`src/rtl/qbus_dma_arbiter_pkg.sv`:
```
// Shared definitions for the QBUS DMA arbiter: state encodings, default
// timing constants and the timer sizing helper.
`timescale 1ns/1ps
package qbus_dma_arbiter_pkg;

   localparam logic [1:0] ARB_IDLE   = 2'd0;
   localparam logic [1:0] ARB_GRANT  = 2'd1;
   localparam logic [1:0] ARB_MASTER = 2'd2;
   localparam logic [1:0] ARB_GAP    = 2'd3;

   localparam int DEFAULT_GRANT_TIMEOUT = 200;
   localparam int DEFAULT_CPU_GAP       = 4;
   localparam int DEFAULT_COUNT_W       = 16;

   // The timer counts 0..max-1, so it needs clog2(max) bits (at least one).
   function automatic int timer_width(input int a, input int b);
      int m;
      m = (a > b) ? a : b;
      return (m > 2) ? $clog2(m) : 1;
   endfunction

endpackage

```
`src/rtl/qbus_dma_arbiter_sync2.sv`:
```
// Parameterized-width two-flop synchronizer for asynchronous bus inputs.
`timescale 1ns/1ps
module qbus_dma_arbiter_sync2
   import qbus_dma_arbiter_pkg::*;
#(
   parameter int WIDTH = 1
) (
   input  logic             clk20,
   input  logic             reset_L,
   input  logic [WIDTH-1:0] din,
   output logic [WIDTH-1:0] dout
);

   logic [WIDTH-1:0] meta_reg;
   logic [WIDTH-1:0] sync_reg;

   generate
      for (genvar gi = 0; gi < WIDTH; gi++) begin : g_bit
         always_ff @(posedge clk20) begin
            if (!reset_L) begin
               meta_reg[gi] <= 1'b0;
               sync_reg[gi] <= 1'b0;
            end else begin
               meta_reg[gi] <= din[gi];
               sync_reg[gi] <= meta_reg[gi];
            end
         end
      end
   endgenerate

   assign dout = sync_reg;

endmodule

```
`src/rtl/qbus_dma_arbiter.sv`:
```
// QBUS DMA bus arbiter: answers DMR with a DMG grant, waits out the SACK
// tenure, times out unacknowledged grants and keeps grant statistics.
`timescale 1ns/1ps
module qbus_dma_arbiter
   import qbus_dma_arbiter_pkg::*;
#(
   parameter int GRANT_TIMEOUT = DEFAULT_GRANT_TIMEOUT,
   parameter int CPU_GAP       = DEFAULT_CPU_GAP,
   parameter int COUNT_W       = DEFAULT_COUNT_W
) (
   input  logic               clk20,
   input  logic               reset_L,
   input  logic               RINIT,
   input  logic               RDMR,
   input  logic               RSACK,
   input  logic               cpu_busy,
   output logic               TDMGO,
   output logic               dma_tenure,
   output logic               timeout_pulse,
   output logic [COUNT_W-1:0] grant_count,
   output logic [COUNT_W-1:0] timeout_count
);

   localparam int TIMER_W = timer_width(GRANT_TIMEOUT, CPU_GAP);
   localparam logic [TIMER_W-1:0] GRANT_LAST = TIMER_W'(GRANT_TIMEOUT - 1);
   localparam logic [TIMER_W-1:0] GAP_LAST   = TIMER_W'((CPU_GAP > 0) ? CPU_GAP - 1 : 0);
   // With no gap configured a finished tenure returns straight to IDLE.
   localparam logic [1:0] ARB_AFTER = (CPU_GAP == 0) ? ARB_IDLE : ARB_GAP;

   logic [2:0] sync_out;
   logic       s_dmr;
   logic       s_sack;
   logic       s_init;

   logic [1:0]         state_reg, state_next;
   logic [TIMER_W-1:0] timer_reg, timer_next;
   logic               timeout_pulse_reg;
   logic [COUNT_W-1:0] grant_count_reg;
   logic [COUNT_W-1:0] timeout_count_reg;
   logic               grant_inc;
   logic               timeout_inc;

   qbus_dma_arbiter_sync2 #(.WIDTH(3)) u_sync (
      .clk20   (clk20),
      .reset_L (reset_L),
      .din     ({RINIT, RSACK, RDMR}),
      .dout    (sync_out)
   );

   assign s_dmr  = sync_out[0];
   assign s_sack = sync_out[1];
   assign s_init = sync_out[2];

   always_comb begin
      state_next  = state_reg;
      timer_next  = timer_reg;
      grant_inc   = 1'b0;
      timeout_inc = 1'b0;
      case (state_reg)
         ARB_IDLE: begin
            // A high sSACK here belongs to another arbiter's tenure.
            if (s_dmr && !s_sack && !cpu_busy) begin
               state_next = ARB_GRANT;
               timer_next = '0;
            end
         end
         ARB_GRANT: begin
            if (s_sack) begin
               state_next = ARB_MASTER;
               grant_inc  = 1'b1;
            end else if (timer_reg == GRANT_LAST) begin
               state_next  = ARB_AFTER;
               timer_next  = '0;
               timeout_inc = 1'b1;
            end else begin
               timer_next = timer_reg + TIMER_W'(1);
            end
         end
         ARB_MASTER: begin
            if (!s_sack) begin
               state_next = ARB_AFTER;
               timer_next = '0;
            end
         end
         ARB_GAP: begin
            if (timer_reg == GAP_LAST) begin
               state_next = ARB_IDLE;
               timer_next = '0;
            end else begin
               timer_next = timer_reg + TIMER_W'(1);
            end
         end
         default: begin
            state_next = ARB_IDLE;
            timer_next = '0;
         end
      endcase
   end

   // Counters are only written on an event so their value otherwise holds.
   always_ff @(posedge clk20) begin
      if (!reset_L || s_init) begin
         state_reg         <= ARB_IDLE;
         timer_reg         <= '0;
         timeout_pulse_reg <= 1'b0;
         grant_count_reg   <= '0;
         timeout_count_reg <= '0;
      end else begin
         state_reg         <= state_next;
         timer_reg         <= timer_next;
         timeout_pulse_reg <= timeout_inc;
         if (grant_inc)
            grant_count_reg <= grant_count_reg + COUNT_W'(1);
         if (timeout_inc)
            timeout_count_reg <= timeout_count_reg + COUNT_W'(1);
      end
   end

   assign TDMGO         = (state_reg == ARB_GRANT);
   assign dma_tenure    = (state_reg == ARB_GRANT) || (state_reg == ARB_MASTER);
   assign timeout_pulse = timeout_pulse_reg;
   assign grant_count   = grant_count_reg;
   assign timeout_count = timeout_count_reg;

endmodule

```
`config.mk`:
```
export PLATFORM = sky130hd
export DESIGN_NAME = qbus_dma_arbiter
export DESIGN_NICKNAME = d
export VERILOG_FILES = /design/src/rtl/qbus_dma_arbiter_pkg.sv /design/src/rtl/qbus_dma_arbiter_sync2.sv /design/src/rtl/qbus_dma_arbiter.sv
export SDC_FILE = /design/constraint.sdc
export NUM_CORES = 1
export LEC_CHECK = 0
export ABC_AREA = 1
export CAP_MARGIN = 25
export CELL_PAD_IN_SITES_DETAIL_PLACEMENT = 0
export CELL_PAD_IN_SITES_GLOBAL_PLACEMENT = 2
export CORE_ASPECT_RATIO = 0.7
export CORE_MARGIN = 10
export CORE_UTILIZATION = 37
export DETAILED_ROUTE_END_ITERATION = 10
export DONT_BUFFER_PORTS = 1
export MAX_ROUTING_LAYER = met4
export PLACE_DENSITY = 0.9
export SYNTH_ARGS = -nofsm -noshare
export SYNTH_HDL_FRONTEND = slang
export SYNTH_SLANG_ARGS = --single-unit
```
`constraint.sdc`:
```
create_clock -name clk20 -period 3.6 [get_ports clk20]
set_input_delay 0.54 -clock clk20 [delete_from_list [all_inputs] [get_ports clk20]]
set_output_delay 0.54 -clock clk20 [all_outputs]
set_load 0.01 [all_outputs]
```
==> results.md <==
* Worst Setup SP: state_reg[1]
* Max Freq at 0.513 GHz
* Final hold violations at 0
* Syn nets at 377
* CTS Buffer Depth at 2
* I/O pin cnt at 41
* CTS buffer count at 5
* Final routed DRC violation total at 0
* Final Critical Period at 1.95 ns
* Vias at 2,105
* Warnings from Yosys at 0
* CTS tree: built
* Final Max Slew Viols at 0
* Most Frequent Cell on Critical Path: inv_1
* Vias in the first global route at 1,996
* Reg2reg path depth at 8
* Cell area after synthesis at 2480 µm²
* Critical path's slowest cell: dfxtp_1
* Critical Path Fanout Max at 11
* Port Buf Inserts at 0
* Status: finished clean
* Max incr delay on CP at 0.37 ns
* Post-synthesis sequential area ratio at 0.396
* CP cell instances: inv_1 -> ha_1 -> nand2_2 -> inv_2 -> a21oi_2 -> inv_1 -> or2_1 -> a21oi_1
* Most frequent cells in the layout: nand2_1 (94), nor2_1 (56), inv_1 (50)
* First-pass GRT wire length at 9640 µm
* # Post-CTS Setup Buffers at 0
* Detail Placement HPWL at 4500 µm
* Share of layout cells above drive strength 1 at 0.0763
* Core ar. at 6370 µm²
* Leakage power at 1.10 nW
* Number of core rows at 24
* Final #Nets at 381
* Delay-heaviest family, CP: compound AO/OA/AOI/OAI gates
* CTS clock-pin slew for the worst setup and hold paths at 0.09 ns
* Wire per inst at 12.5 µm
* CP bufs+invs at 3
* Placer congestion estimate at 0.788
* HP Start: reset_L
* Antenna violations before repair at 0
* Worst r2r src: state_reg[1]
* Die W at 118 µm
* Cell count along the critical path at 8
* WS Path Type: flop to flop
* WHS Path Cells at 2
* Worst IR Drop VDD at 0.142 mV
* Pwr Density at 408 nW/µm²
* Cell variety after synth at 32
* RSZ-0062 raised after global routing: false
* Antenna Nets Post-Route at 0
* Initial core utilization at 0.389
* Max Cap Viol at 0
* DIE HEIGHT at 88.5 µm
* Worst hold path class: input port to flop
* Crit start category: flop
* Most common cell after layout, fill and taps aside: nand2_1
* Cts hold-fix bufs at 0
* Area Overhead vs Synth at 7.47%
* Detailed Route Iter0 Violations at 104
* CTS Sinks at 49
* Routed WL at 5720 µm
* Clk_lat worst skew at 0.30 ns
* WP data arrival at 2.18 ns
* Die area at 10,400 µm²
* Syn avg cell area at 6.82 µm²
* Total Negative Setup Slacks at 0 ns
* Cells after Synth at 363
* Total Power at 0.00109 W
* Vias per cell at 4.60
* Endpoint class of the critical path: flop
* Yosys reg bits at 49
* ANT cells at 0
* Overall Global Routing Usage at 0.115
* Clock Tree Root: clkbuf_8
* Fin crit share at 0.541
* # setup viols final at 0
* Max H-tree Level at 2
* Pin count of the biggest net entering global routing at 26
* Detailed Routing Iterations Pass 1 at 4
* Grt ovf at 0
* Post-CTS resize count at 0
* Worst-Margin Slew at 0.578 ns
* Setup skew after layout at 0.00793 ns
* Worst slew margin at 0.615
* Worst path required time at 3.83 ns
[layout make-up]
| cell class | instances | area (µm²) |
|---|---|---|
| Sequential cell | 49 | 981 |
| Multi-Input combinational cell | 256 | 1270 |
| Fill cell | 696 | 3700 |
| Clock inverter | 2 | 16.3 |
| Inverter | 54 | 204 |
| Tap cell | 91 | 114 |
| Timing Repair Buffer | 1 | 7.51 |
| Clock buffer | 5 | 68.8 |
[worst reg2reg max path, cell delays in order (launching register included)]
cell and delay [ns]:
dfxtp_1 0.37, inv_1 0.11, ha_1 0.30, nand2_2 0.18, inv_2 0.08, a21oi_2 0.38, inv_1 0.12, or2_1 0.23
a21oi_1 0.11
[final timing paths]
| check | slack (ns) | endpoint |
|---|---|---|
| max | 1.65 | timer_reg[0] |
| min | 0.34 | u_sync.dout[0] |
| max reg2reg | 1.65 | timer_reg[0] |
| min reg2reg | 0.42 | u_sync.dout[0] |
[cell families after synthesis]
group	after synthesis	share of synthesized area
XOR/XNOR	7	0.0247
flip-flops	49	0.396
AO/OA/AOI/OAI	36	0.0768
adder cells (fa/ha/maj)	8	0.0404
AND/OR/NAND/NOR	205	0.371
buffers and inverters	58	0.0909
[metrics by stage]
step	std cells	hold WS, ns	utilization	worst slack [ns]	cell area (µm²)
detailed placement	451	0.399	0.405	1.64	2580
CTS	458	0.321	0.418	1.62	2660
global placement	451	0.399	0.405	1.73	2580
global route	458	0.326	0.418	1.36	2660
finish	458	0.335	0.418	1.65	2660
floorplan	363	0.390	-	2.01	2480
[where the power goes]
group          switching [W]  total (W)  internal [W]  leakage (nW)
combinational       0.000127   0.000194     0.0000669         0.666
sequential         0.0000157   0.000575      0.000559         0.396
clock               0.000183   0.000317      0.000134        0.0402
total               0.000325    0.00109      0.000761          1.10
[metal layers]
| metal | up-vias | share of wire | GRT usage |
|---|---|---|---|
| li1 | 1145 | - | - |
| met1 | 919 | 0.52 | 0.147 |
| met2 | 39 | 0.41 | 0.171 |
| met3 | 2 | 0.071 | 0.0420 |
| met4 | 0 | 0.0030 | 0.0246 |
| met5 | - | 0 | - |
[Yosys cell counts]
| cell | count | area [µm²] |
|---|---|---|
| buf_4 | 1 | 7.51 |
| a21oi_1 | 20 | 100 |
| xor2_1 | 6 | 52.6 |
| nor3_1 | 6 | 30.0 |
| buf_2 | 2 | 10.0 |
| nand3b_2 | 1 | 11.3 |
| nand4_1 | 10 | 62.6 |
| or2_1 | 1 | 6.26 |
| or2_0 | 1 | 6.26 |
| ha_1 | 8 | 100 |
| a21oi_2 | 1 | 8.76 |
| and3_1 | 1 | 6.26 |
| nor2_4 | 4 | 45.0 |
| nand3_1 | 21 | 105 |
| nand3_2 | 1 | 10.0 |
| a31oi_1 | 1 | 6.26 |
| o21ai_1 | 6 | 30.0 |
| nand2_1 | 94 | 353 |
| inv_2 | 3 | 11.3 |
| nand3_4 | 1 | 17.5 |
| clkinv_2 | 1 | 5.00 |
| nor3b_2 | 1 | 12.5 |
| inv_1 | 50 | 188 |
| dfxtp_1 | 49 | 981 |
| xnor2_1 | 1 | 8.76 |
| nand2_2 | 2 | 12.5 |
| nor2_1 | 56 | 210 |
| nor2_2 | 5 | 31.3 |
| o21ai_0 | 6 | 30.0 |
| o21bai_1 | 1 | 7.51 |
| clkbuf_1 | 1 | 3.75 |
| o21a_1 | 1 | 7.51 |
Note: power is estimated with default switching activity, not from simulation.
==> variant, RTL diff (same settings) <==
Reset style: asynchronous (`reset_L`), changed in one clocked block.
--- a/src/rtl/qbus_dma_arbiter_sync2.sv
+++ b/src/rtl/qbus_dma_arbiter_sync2.sv
@@ -16,7 +16,7 @@
 
    generate
       for (genvar gi = 0; gi < WIDTH; gi++) begin : g_bit
-         always_ff @(posedge clk20) begin
+         always_ff @(posedge clk20 or negedge reset_L) begin
             if (!reset_L) begin
                meta_reg[gi] <= 1'b0;
                sync_reg[gi] <= 1'b0;
Formal check against the unedited RTL: no difference found for any inputs over 10 cycles, from zero or initial values and one cycle with reset_L low; that may be too few to reach the edited logic, so the function may still have changed.
==> variant against the unedited design <==
Routed wire length fell by 2.4%; synthesized area about the same; non-clock buffer count up 1; clock skew is essentially flat; global-route usage down 0.10 points; cell area grew 2.2%; worst setup slack worse by 0.15 ns; first-iteration DRC count decreased by 3.8%; sequential cell count did not move; largest cell class unchanged.
Power is not compared: it rests on default switching activity, and its combinational part moved more than twofold at a synthesized area within 25%.
==> variant: results (changes against the unedited design) <==
INFO  metric nonClockBufferCount = 2 (was 1)
INFO  metric dpl-instance-area = 2580 µm² (about the same)
INFO  metric gr_util_met2 = 15.2% (was 17.1%)
INFO  metric detail_route.wirelength = 5580 µm (was 5720 µm)
INFO  metric relSlewSlack = 65.7% (was 61.5%)
INFO  metric synth-seq-area-share = 40.8% (was 39.6%)
INFO  metric hpwlAfterDp = 4300 µm (was 4500 µm)
INFO  metric area.share.sequential = 37.2% (was 36.8%)
INFO  metric pre_cts_ws = 1.55 ns (was 1.64 ns)
INFO  metric crit_path_top_delay_cell = a21oi_2 (was dfxtp_1)
INFO  metric timing.critical_path.slowest_cell_delay = 0.40 ns (was 0.37 ns)
INFO  metric outcome = completed (unchanged)
INFO  metric postSynthAreaPerCell = 7.08 µm² (was 6.82 µm²)
INFO  metric die_width = 118 µm (about the same)
INFO  metric grt_first_pass_wirelength = 9490 µm (was 9640 µm)
INFO  metric wl_met1 = 2890 µm (was 2960 µm)
INFO  metric dr_total_vias = 2050 (was 2105)
INFO  metric vias_per_cell = 4.59 (was 4.60)
INFO  metric synth_to_layout_area_growth = 9.74% (was 7.47%)
INFO  metric grt.met1_usage = 15.0% (was 14.7%)
INFO  metric drive_above_1_share = 8.71% (was 7.63%)
INFO  metric track_usage = 11.4% (was 11.5%)
INFO  metric dp.cells = 438 (was 451)
INFO  metric layout.non_clock_inverters = 48 (was 54)
INFO  metric grt_pass1_vias = 1883 (was 1996)
INFO  metric globalRouteMet3Util = 5.03% (was 4.20%)
INFO  metric most_common_library_cells_after_synthesis = nand2_1 (87), nor2_1 (56), inv_1 (44) (was nand2_1 (94), nor2_1 (56), inv_1 (50))
INFO  metric multi_input_comb_cells = 249 (was 256)
INFO  metric fillerInstances = 699 (was 696)
INFO  metric multi_input_area_share = 46.5% (was 47.7%)
INFO  metric final-clk-cell-share = 4.92% (was 3.20%)
INFO  metric syn_nets = 364 (was 377)
INFO  metric gp_congestion = 0.791 (was 0.788)
INFO  metric count_of_unique_library_cells_instantiated_by_yosys = 33 (was 32)
INFO  metric cts_hold_buffers = 1 (was 0)
INFO  metric fin_nets = 369 (was 381)
## variant: cell types whose count changed in the layout (fill, tap and decap cells not counted), sizes merged
cell and change:
inv -5, nor3 -1, clkinvlp -1, dlygate4sd3 +1, xor2 +1, clkinv -1, nand2 -6, bufinv +2
dfxtp -6, dfrtp +6, a21oi -1
## variant: worst paths after layout
path,slack [ns],cells after the start,from,endpoint
max in group asynchronous,2.88,1,reset_L,u_sync.dout[1]
min,0.25,0,RINIT,u_sync.meta_reg[2]
min reg2reg,0.36,0,u_sync.meta_reg[1],u_sync.dout[1]
max,1.50,8,state_reg[1],timer_reg[0]
min in group asynchronous,0.52,1,reset_L,u_sync.dout[2]
max reg2reg,1.50,8,state_reg[1],timer_reg[0]
## variant: logic make-up after synthesis
group	Yosys count	share of synthesized area, %
and+or+nand+nor	198	36.6
buffers and inverters	52	8.23
DFF	49	40.8
AOI/OAI and AO/OA	35	7.47
xor gates and xnor gates	8	2.83
adders and majority gates	8	4.04
